**src/rtl/dwrr_pkg.sv**
```systemverilog
// Shared types and constants for the DWRR flow scheduler and its credit store.
package dwrr_pkg;

  // Defaults shared with the per-flow credit store
  localparam int FLOW_W_DEF       = 3;
  localparam int MAX_CREDIT_W_DEF = 3;

  typedef enum logic [2:0] {
    WAIT_INIT = 3'd0,
    SCAN      = 3'd1,
    WAIT_CRED = 3'd2,
    GRANT     = 3'd3,
    XFER      = 3'd4
  } state_t;

  // Round-robin successor of a flow index, wrapping at num_flows-1
  function automatic logic [31:0] next_flow(input logic [31:0] ptr,
                                            input logic [31:0] num_flows);
    return (ptr >= num_flows - 32'd1) ? 32'd0 : ptr + 32'd1;
  endfunction

endpackage

```
**src/rtl/dwrr_flow_scheduler.sv**
```systemverilog
// Consumer side of the per-flow DWRR credit store: scans flows round-robin,
// checks each nonempty flow's credit, grants one packet at a time and reports
// credit consumption and packet end back to the store.
module dwrr_flow_scheduler
  import dwrr_pkg::*;
#(
  parameter int FLOW_W       = FLOW_W_DEF,
  parameter int MAX_CREDIT_W = MAX_CREDIT_W_DEF,
  parameter int CREDIT_LAT   = 2,
  parameter int BURST_MAX    = 4
) (
  input  logic                    clk,
  input  logic                    rst,
  input  logic                    credit_init_done,
  input  logic [2**FLOW_W-1:0]    flow_nonempty,
  output logic [FLOW_W-1:0]       flow_check,
  input  logic [MAX_CREDIT_W-1:0] flow_credit_value,
  output logic                    consume_credit_valid,
  output logic [FLOW_W-1:0]       consume_credit_flow,
  output logic                    grant_valid,
  output logic [FLOW_W-1:0]       grant_flow,
  input  logic                    grant_ready,
  input  logic                    dp_beat_valid,
  input  logic                    dp_beat_last,
  output logic                    packet_tlast,
  output logic                    protocol_err
);

  localparam int NUM_FLOWS = 2**FLOW_W;
  localparam int WAIT_W    = $clog2(CREDIT_LAT) + 1;
  localparam int BURST_W   = $clog2(BURST_MAX + 1);

  state_t              state, state_nxt;
  logic [FLOW_W-1:0]   ptr, ptr_nxt, ptr_adv;
  logic [WAIT_W-1:0]   wait_cnt, wait_nxt;
  logic [BURST_W-1:0]  burst_cnt, burst_nxt;
  logic                accept;
  logic                pkt_end;

  assign ptr_adv    = FLOW_W'(next_flow(32'(ptr), 32'(NUM_FLOWS)));
  assign accept     = (state == GRANT) && grant_ready;
  assign pkt_end    = (state == XFER) && dp_beat_valid && dp_beat_last;
  assign flow_check = ptr;

  // State, pointer and counter registers
  always_ff @(posedge clk) begin
    if (rst) begin
      state     <= WAIT_INIT;
      ptr       <= '0;
      wait_cnt  <= '0;
      burst_cnt <= '0;
    end else begin
      state     <= state_nxt;
      ptr       <= ptr_nxt;
      wait_cnt  <= wait_nxt;
      burst_cnt <= burst_nxt;
    end
  end

  // Next-state logic: scan, credit wait, grant handshake, transfer
  always_comb begin
    state_nxt = state;
    ptr_nxt   = ptr;
    wait_nxt  = wait_cnt;
    burst_nxt = burst_cnt;
    case (state)
      WAIT_INIT: begin
        if (credit_init_done) state_nxt = SCAN;
      end
      SCAN: begin
        // Nothing queued anywhere: park on the current flow
        if (|flow_nonempty) begin
          if (!flow_nonempty[ptr]) begin
            ptr_nxt   = ptr_adv;
            burst_nxt = '0;
          end else begin
            state_nxt = WAIT_CRED;
            wait_nxt  = '0;
          end
        end
      end
      WAIT_CRED: begin
        // flow_check has been stable long enough for the store's read port
        if (wait_cnt == WAIT_W'(CREDIT_LAT - 1)) begin
          if ((flow_credit_value != '0) && flow_nonempty[ptr]) begin
            state_nxt = GRANT;
          end else begin
            state_nxt = SCAN;
            ptr_nxt   = ptr_adv;
            burst_nxt = '0;
          end
        end else begin
          wait_nxt = wait_cnt + WAIT_W'(1);
        end
      end
      GRANT: begin
        if (grant_ready) begin
          state_nxt = XFER;
          burst_nxt = burst_cnt + BURST_W'(1);
        end
      end
      XFER: begin
        // Stay on the flow and re-query so the store's decrement is observed,
        // unless this visit has used up its burst allowance
        if (dp_beat_valid && dp_beat_last) begin
          state_nxt = SCAN;
          if (burst_cnt == BURST_W'(BURST_MAX)) begin
            ptr_nxt   = ptr_adv;
            burst_nxt = '0;
          end
        end
      end
      default: state_nxt = WAIT_INIT;
    endcase
  end

  // Grant outputs decoded from state
  always_comb begin
    grant_valid = (state == GRANT);
    grant_flow  = (state == GRANT) ? ptr : '0;
  end

  // Registered one-cycle pulses toward the credit store
  always_ff @(posedge clk) begin
    if (rst) begin
      consume_credit_valid <= 1'b0;
      consume_credit_flow  <= '0;
      packet_tlast         <= 1'b0;
    end else begin
      consume_credit_valid <= accept;
      consume_credit_flow  <= accept ? ptr : '0;
      packet_tlast         <= pkt_end;
    end
  end

  // Sticky flag for datapath beats that arrive with no packet in flight
  always_ff @(posedge clk) begin
    if (rst)                                 protocol_err <= 1'b0;
    else if (dp_beat_valid && state != XFER) protocol_err <= 1'b1;
  end

endmodule

```
**config.mk**
```make
export PLATFORM = sky130hd
export DESIGN_NAME = dwrr_flow_scheduler
export DESIGN_NICKNAME = d
export VERILOG_FILES = /design/src/rtl/dwrr_pkg.sv /design/src/rtl/dwrr_flow_scheduler.sv
export SDC_FILE = /design/constraint.sdc
export NUM_CORES = 1
export LEC_CHECK = 0
export ABC_AREA = 1
export CAP_MARGIN = 40
export CORE_UTILIZATION = 47
export DETAILED_ROUTE_END_ITERATION = 10
export PLACE_DENSITY = 0.78
export SLEW_MARGIN = 20
export SYNTH_ARGS = -nofsm -noshare
export SYNTH_HDL_FRONTEND = slang
export SYNTH_SLANG_ARGS = --single-unit
export TNS_END_PERCENT = 50
```
**constraint.sdc**
```tcl
create_clock -name clk -period 1.9 [get_ports clk]
set_clock_uncertainty 0.05 [all_clocks]
set_input_delay 0.38 -clock clk [delete_from_list [all_inputs] [get_ports clk]]
set_output_delay 0.38 -clock clk [all_outputs]
set_load 0.05 [all_outputs]
```
==> key figures, run 1 <==
Yosys
  – Sequential share of the synthesized area: 31.2%
  – Syn Inst Count: approximately 180
  – Syn Std Cell Area: 1090 um2
  – Syn_area_per_cell: 6.10 um2
  – Post-synthesis register bit count: 17
  – Synth cell types: 19
  – Mapped Nets: 201
  – Share of Yosys cell area claimed by the top area cell type: 31.2%
  – Synth Warn #: 0
  – Area contributors post-synth: dfxtp_1, nand2_1, nor2_1
  – Dominant cell type by area after synthesis: dfxtp_1

Clock tree
  – Root Buffer: clkbuf_4
  – Hold buffers post-CTS: 0
  – CTS resizes: 0
  – Total CTS buffers: 3
  – Sink Count: 17
  – Worst-path clk slew: 0.10 ns
  – CTS tree: built
  – Clock Latency Late Sink: ~0.29 ns
  – Max Root-Sink Buffers: 2
  – Postcts setup bufs: 0
  – H-tree depth: 1

STA
  – Hold_ws: 0.428 ns
  – PnR worst setup slack: 0.0704 ns
  – Final min period: 1.83 ns
  – Least-Margin Pin Slew: ~0.5 ns
  – Slew Limit Headroom: 66.7%
  – Slew Limit Fails: 0
  – Setup TNS Final: 0 ns
  – Final setup viols: 0
  – RSZ-0062 raised after global routing: no
  – Final period util: 96.3%
  – Max Freq: 547 MHz
  – Final Hold Fails: 0

Pwr
  – Gate power share: 59.6%
  – Internal cell power: 0.884 mW
  – Peak supply drop: 0.928 mV
  – Clock power share: 11.2%
  – Cell Pwr Density: between 1000 and 1500 nW/um2
  – Sw power: about 0.86 mW
  – Switching share of total power: about half
  – Leak: just over 0.7 nW
  – Seq pwr share: 29.2%

Routing
  – Via Count: around 1100
  – Initial DRC count: 19
  – DR DRC count: 0
  – Final WL: 2400 um
  – Drt first pass iters: 4
  – Wire per inst: 9.95 um
  – Drt via density: 4.77
  – Post-DRT Antenna Nets: 0

Setup path
  – CP endpoint kind: output pin
  – CP peak stage delay: roughly 0.79 ns
  – CP Max Fanout: 1
  – Startpoint Class: flip-flop
  – WP data arrival: 1.40 ns
  – CP bufs+invs: 1
  – Required time of the critical path: 1.47 ns
  – Kind of critical path: reg2out
  – CP top delay family: buffers and inverters
  – Slowest CP cell: clkdlybuf4s50_1
  – CP cell instances: clkdlybuf4s50_1

Global routing
  – First-pass GRT wire length: ~4000 um
  – Pin count of the biggest net entering global routing: 10
  – Vias in the first global route: 1066
  – Initial antenna violation count: 0
  – GR Overflow Total: 0
  – Tot GR Track Use: 21.0%

Final layout
  – # fillers: 190
  – NumNets Final: 236
  – Share of layout cells above drive strength 1: 16.4%
  – Area delta synth->final: 37.9%
  – Ant. Diodes: 0
  – Final Util: 68.8%

Worst hold path
  – Hold Crit Class: reg2reg

Placed design
  – Detailed Place HPWL: 1990 um
  – PortBufs: 29
  – Final Wtd Congestion: around 0.76
  – Worst slack at placement: -0.00139 ns

Floorplan
  – Std cell rows: 17
  – I/O pin count: 30
  – Die Height: 50.2 um
  – Core footprint: 2190 um2
  – Initial Util: around 50%
  – Die X: 50.2 um
  – Die area: 2520 um2

Job
  – # Max-Cap Violations: 0

Run status
  – Run status: finished clean
[final cells by class]
cell class | count | area [um2] | area share (%)
Clock buffer | 4 | 26.3 | 1.74
Timing Repair Buffer | 30 | 328 | 21.8
Tap cell | 28 | 35.0 | 2.33
Multi-Input combinational cell | 128 | 646 | 42.9
Sequential cell | 17 | 343 | 22.8
Inverter | 34 | 129 | 8.55
[sequential cells by signal (all words and copies together), names as in the netlist]
signal                count
protocol_err              1
wait_cnt                  2
consume_credit_flow       3
consume_credit_valid      1
flow_check                3
packet_tlast              1
burst_cnt                 3
state                     3
[logic make-up (layout without fill, tap and decap cells)]
kind of cell | after synthesis | in the layout | share of synthesized area [%]
compound gates | 8 | 8 | 3.89
xor+xnor | 2 | 2 | 1.60
fa+ha+maj | 5 | 5 | 5.73
buf+inv | 34 | 68 | 11.8
flops | 17 | 17 | 31.2
simple gates | 113 | 113 | 45.8
[cell usage in the layout, fill, tap and decap left out, types with 3 or more instances in the layout]
cell,synthesis,routed
nand2_1,44,44
nor2_1,36,33
inv_1,29,27
clkdlybuf4s50_1,0,21
nand3_1,17,17
dfxtp_1,17,15
inv_2,4,6
nor2_2,6,6
a21oi_1,5,5
ha_1,5,5
buf_4,0,5
buf_12,0,4
nor2_4,0,3
nor3_1,3,3
clkbuf_4,0,3
[tightest hold or removal path, stage by stage, from the launching register on]
cell and delay, ns:
dfxtp_1 0.31, inv_1 0.07, a21oi_1 0.06
[stage by stage]
step / std cells / power (mW) / instance area (um2)
final: 241 / 1.75 / 1510
after global routing: 241 / 1.92 / 1510
after CTS: 241 / 1.75 / 1510
after detailed placement: 237 / 1.56 / 1480
after global placement: 237 / 1.52 / 1480
after floorplan: 179 / 1.31 / 1120
[Yosys cell counts]
cell,number
o21ai_0,2
o211ai_1,1
inv_1,29
nand3_2,2
nor2_1,36
ha_1,5
a21oi_1,5
dfxtp_1,17
nor2_2,6
nor3_4,1
nand4_1,1
nand3b_1,1
xor2_1,2
nand2_1,44
inv_2,4
clkinv_2,1
nor3_1,3
nand2_2,2
nand3_1,17
[power groups by stage]
stage	clock network, mW	logic (mW)	registers (mW)
4_1_cts	0.200	1.04	0.509
5_1_grt	0.219	1.18	0.523
3_3_place_gp	0	1.00	0.512
2_1_floorplan	0	0.729	0.578
6_report	0.196	1.04	0.510
3_5_place_dp	0	1.04	0.518
[path summary, 6_finish.rpt]
check                                            start                     end  slack (ns)  cells past startpoint
worst max-delay path            consume_credit_flow[0]  consume_credit_flow[0]        0.07                      1
worst min-delay path                       wait_cnt[1]             wait_cnt[1]        0.43                      2
worst max register to register           flow_check[0]             wait_cnt[1]        0.30                      9
worst min register to register             wait_cnt[1]             wait_cnt[1]        0.43                      2
[per-layer routing]
layer  GRT usage, %  up-vias  part of all wire (%)
li1               -      615                     -
met1           21.5      503                    43
met2           42.7       26                    51
met3           3.03        5                   4.6
met4           5.71        0                   1.2
met5              0        -                     0
(Power assumes the default switching activity.)
==> inputs of run 2 (changes only) <==
--- a/config.mk
+++ b/config.mk
@@ -7,6 +7,7 @@
 export LEC_CHECK = 0
 export ABC_AREA = 1
 export CAP_MARGIN = 40
+export CORE_ASPECT_RATIO = 1.25
 export CORE_UTILIZATION = 47
 export DETAILED_ROUTE_END_ITERATION = 10
 export PLACE_DENSITY = 0.78
==> run 2 against run 1 <==
Against the previous run:
- cell area increased by 0.33%
- register-to-register slack got worse by 0.03 ns
- critical path depth unchanged
- sequential power about the same
- flip-flop and latch count is the same
- final cell count increased by 1.2%
- first-iteration DRC count shrank 26%
- hold slack got worse by 0.010 ns
- largest power group unchanged
==> key figures, run 2 (synthesis results as in run 1) <==
Floorplan
  – Std cell rows: 19
  – Initial Util: 49.9%
  – I/O pin count: 30
  – Core footprint: roughly 2200 um2
  – Die area: 2520 um2
  – Die Height: 55.9 um
  – Die X: around 45 um

Clock tree
  – Postcts setup bufs: 0
  – Root Buffer: clkbuf_4
  – CTS tree: built
  – Sink Count: 17
  – Worst-path clk slew: 0.10 ns
  – Max Root-Sink Buffers: 2
  – Total CTS buffers: 3
  – Clock Latency Late Sink: 0.29 ns
  – Hold buffers post-CTS: 0
  – H-tree depth: 1
  – CTS resizes: 0

Routing
  – Via Count: 1157
  – Wire per inst: slightly below 10 um
  – Drt first pass iters: 4
  – Post-DRT Antenna Nets: 0
  – DR DRC count: 0
  – Drt via density: approximately 4.7
  – Initial DRC count: 14
  – Final WL: 2390 um

Final layout
  – Non-filler cells, final: 244
  – Share of layout cells above drive strength 1: between 10% and 20%
  – Ant. Diodes: 0
  – Final Util: 69.1%
  – NumNets Final: 236
  – Commonest non-fill, non-tap cell in the layout: nand2_1
  – Area delta synth->final: 38.4%
  – Most frequent cells in the layout: nand2_1, nor2_1, inv_1
  – Final Instance Area: around 1500 um2

Worst hold path
  – Hold Startpoint: wait_cnt[1]
  – Hold Crit Class: reg2reg

Global routing
  – Pin count of the biggest net entering global routing: 11
  – Tot GR Track Use: 21.7%
  – GR Overflow Total: 0
  – Initial antenna violation count: 0
  – Vias in the first global route: 1086
  – First-pass GRT wire length: 4150 um

Setup path
  – CP bufs+invs: 1
  – Critical path origin: consume_credit_flow[2]
  – Startpoint Class: flip-flop
  – Reg2reg start: flow_check[0]
  – CP peak stage delay: 0.80 ns
  – Slowest CP cell: clkdlybuf4s50_1
  – CP Max Fanout: 1
  – CP endpoint kind: output pin
  – WP data arrival: between 1 and 1.5 ns
  – CP cell instances: clkdlybuf4s50_1
  – Required time of the critical path: around 1.5 ns
  – CP top delay family: buffers and inverters
  – Kind of critical path: reg2out

Pwr
  – Cell Pwr Density: 1150 nW/um2
  – Leak: 0.712 nW
  – Peak supply drop: 0.840 mV

STA
  – Max Freq: 541 MHz
  – Final period util: 97.3%
  – Slew Limit Headroom: 66.6%
  – Slew Limit Fails: 0
  – Hold_ws: 0.418 ns
  – Least-Margin Pin Slew: 0.499 ns
  – Final Hold Fails: 0
  – RSZ-0062 raised after global routing: no
  – Final setup viols: 0
  – Final min period: 1.85 ns

Placed design
  – Inst Count DP: 240
  – Final Wtd Congestion: 0.795
  – Placed cell area: ~1500 um2
  – PortBufs: 29
  – Detailed Place HPWL: 2000 um

Job
  – # Max-Cap Violations: 0

Run status
  – Run status: finished clean
[run 2: cell types whose count changed in the layout (fill, tap and decap cells not counted)]
cell	delta
clkbuf_1	-1
clkinv_2	+1
[run 2: final cells by class]
type / count / area [um2]
clock buffer: 3 / 22.5
clock inverter: 1 / 5.00
fill: 204 / 676
inverter: 34 / 129
multi-input combinational: 128 / 646
sequential: 17 / 343
tap: 31 / 38.8
timing repair buffer: 30 / 328
[run 2: layer usage]
metal  track usage, %  wire [um]  up-vias
met2             42.0       1280       32
met4             7.79         33        0
met1             22.5        995      509
met5                0          0        -
met3             1.95         90        4
li1                 -          -      612
[run 2: path summary, 6_finish.rpt]
check / depth (start not counted) / to / slack, ns
setup / recovery: 1 / consume_credit_flow[2] / 0.05
setup reg to reg: 9 / wait_cnt[1] / 0.27
hold / removal: 2 / wait_cnt[1] / 0.42
hold reg to reg: 2 / wait_cnt[1] / 0.42
[run 2: metrics by stage]
stage | power (mW) | TNS (ns) | setup slack [ns]
finish | 1.74 | 0 | 0.0512
global route | 1.91 | 0 | 0.0134
CTS | 1.75 | 0 | 0.0373
detailed placement | 1.55 | 0 | 0.00459
global placement | 1.52 | 0 | 0.0536
floorplan | 1.31 | -0.0110 | -0.0110
[run 2: where the power goes]
group	internal, mW	total [mW]	switching, mW
registers	0.430	0.511	0.0808
clock network	0.0782	0.198	0.120
logic	0.371	1.03	0.663
==> inputs of run 3 (changes only) <==
--- a/config.mk
+++ b/config.mk
@@ -9,6 +9,7 @@
 export CAP_MARGIN = 40
 export CORE_ASPECT_RATIO = 1.25
 export CORE_UTILIZATION = 47
+export CTS_CLUSTER_SIZE = 30
 export DETAILED_ROUTE_END_ITERATION = 10
 export PLACE_DENSITY = 0.78
 export SLEW_MARGIN = 20
==> results of run 3 <==
The final DEF is identical to that of run 2; final timing and power are the same.
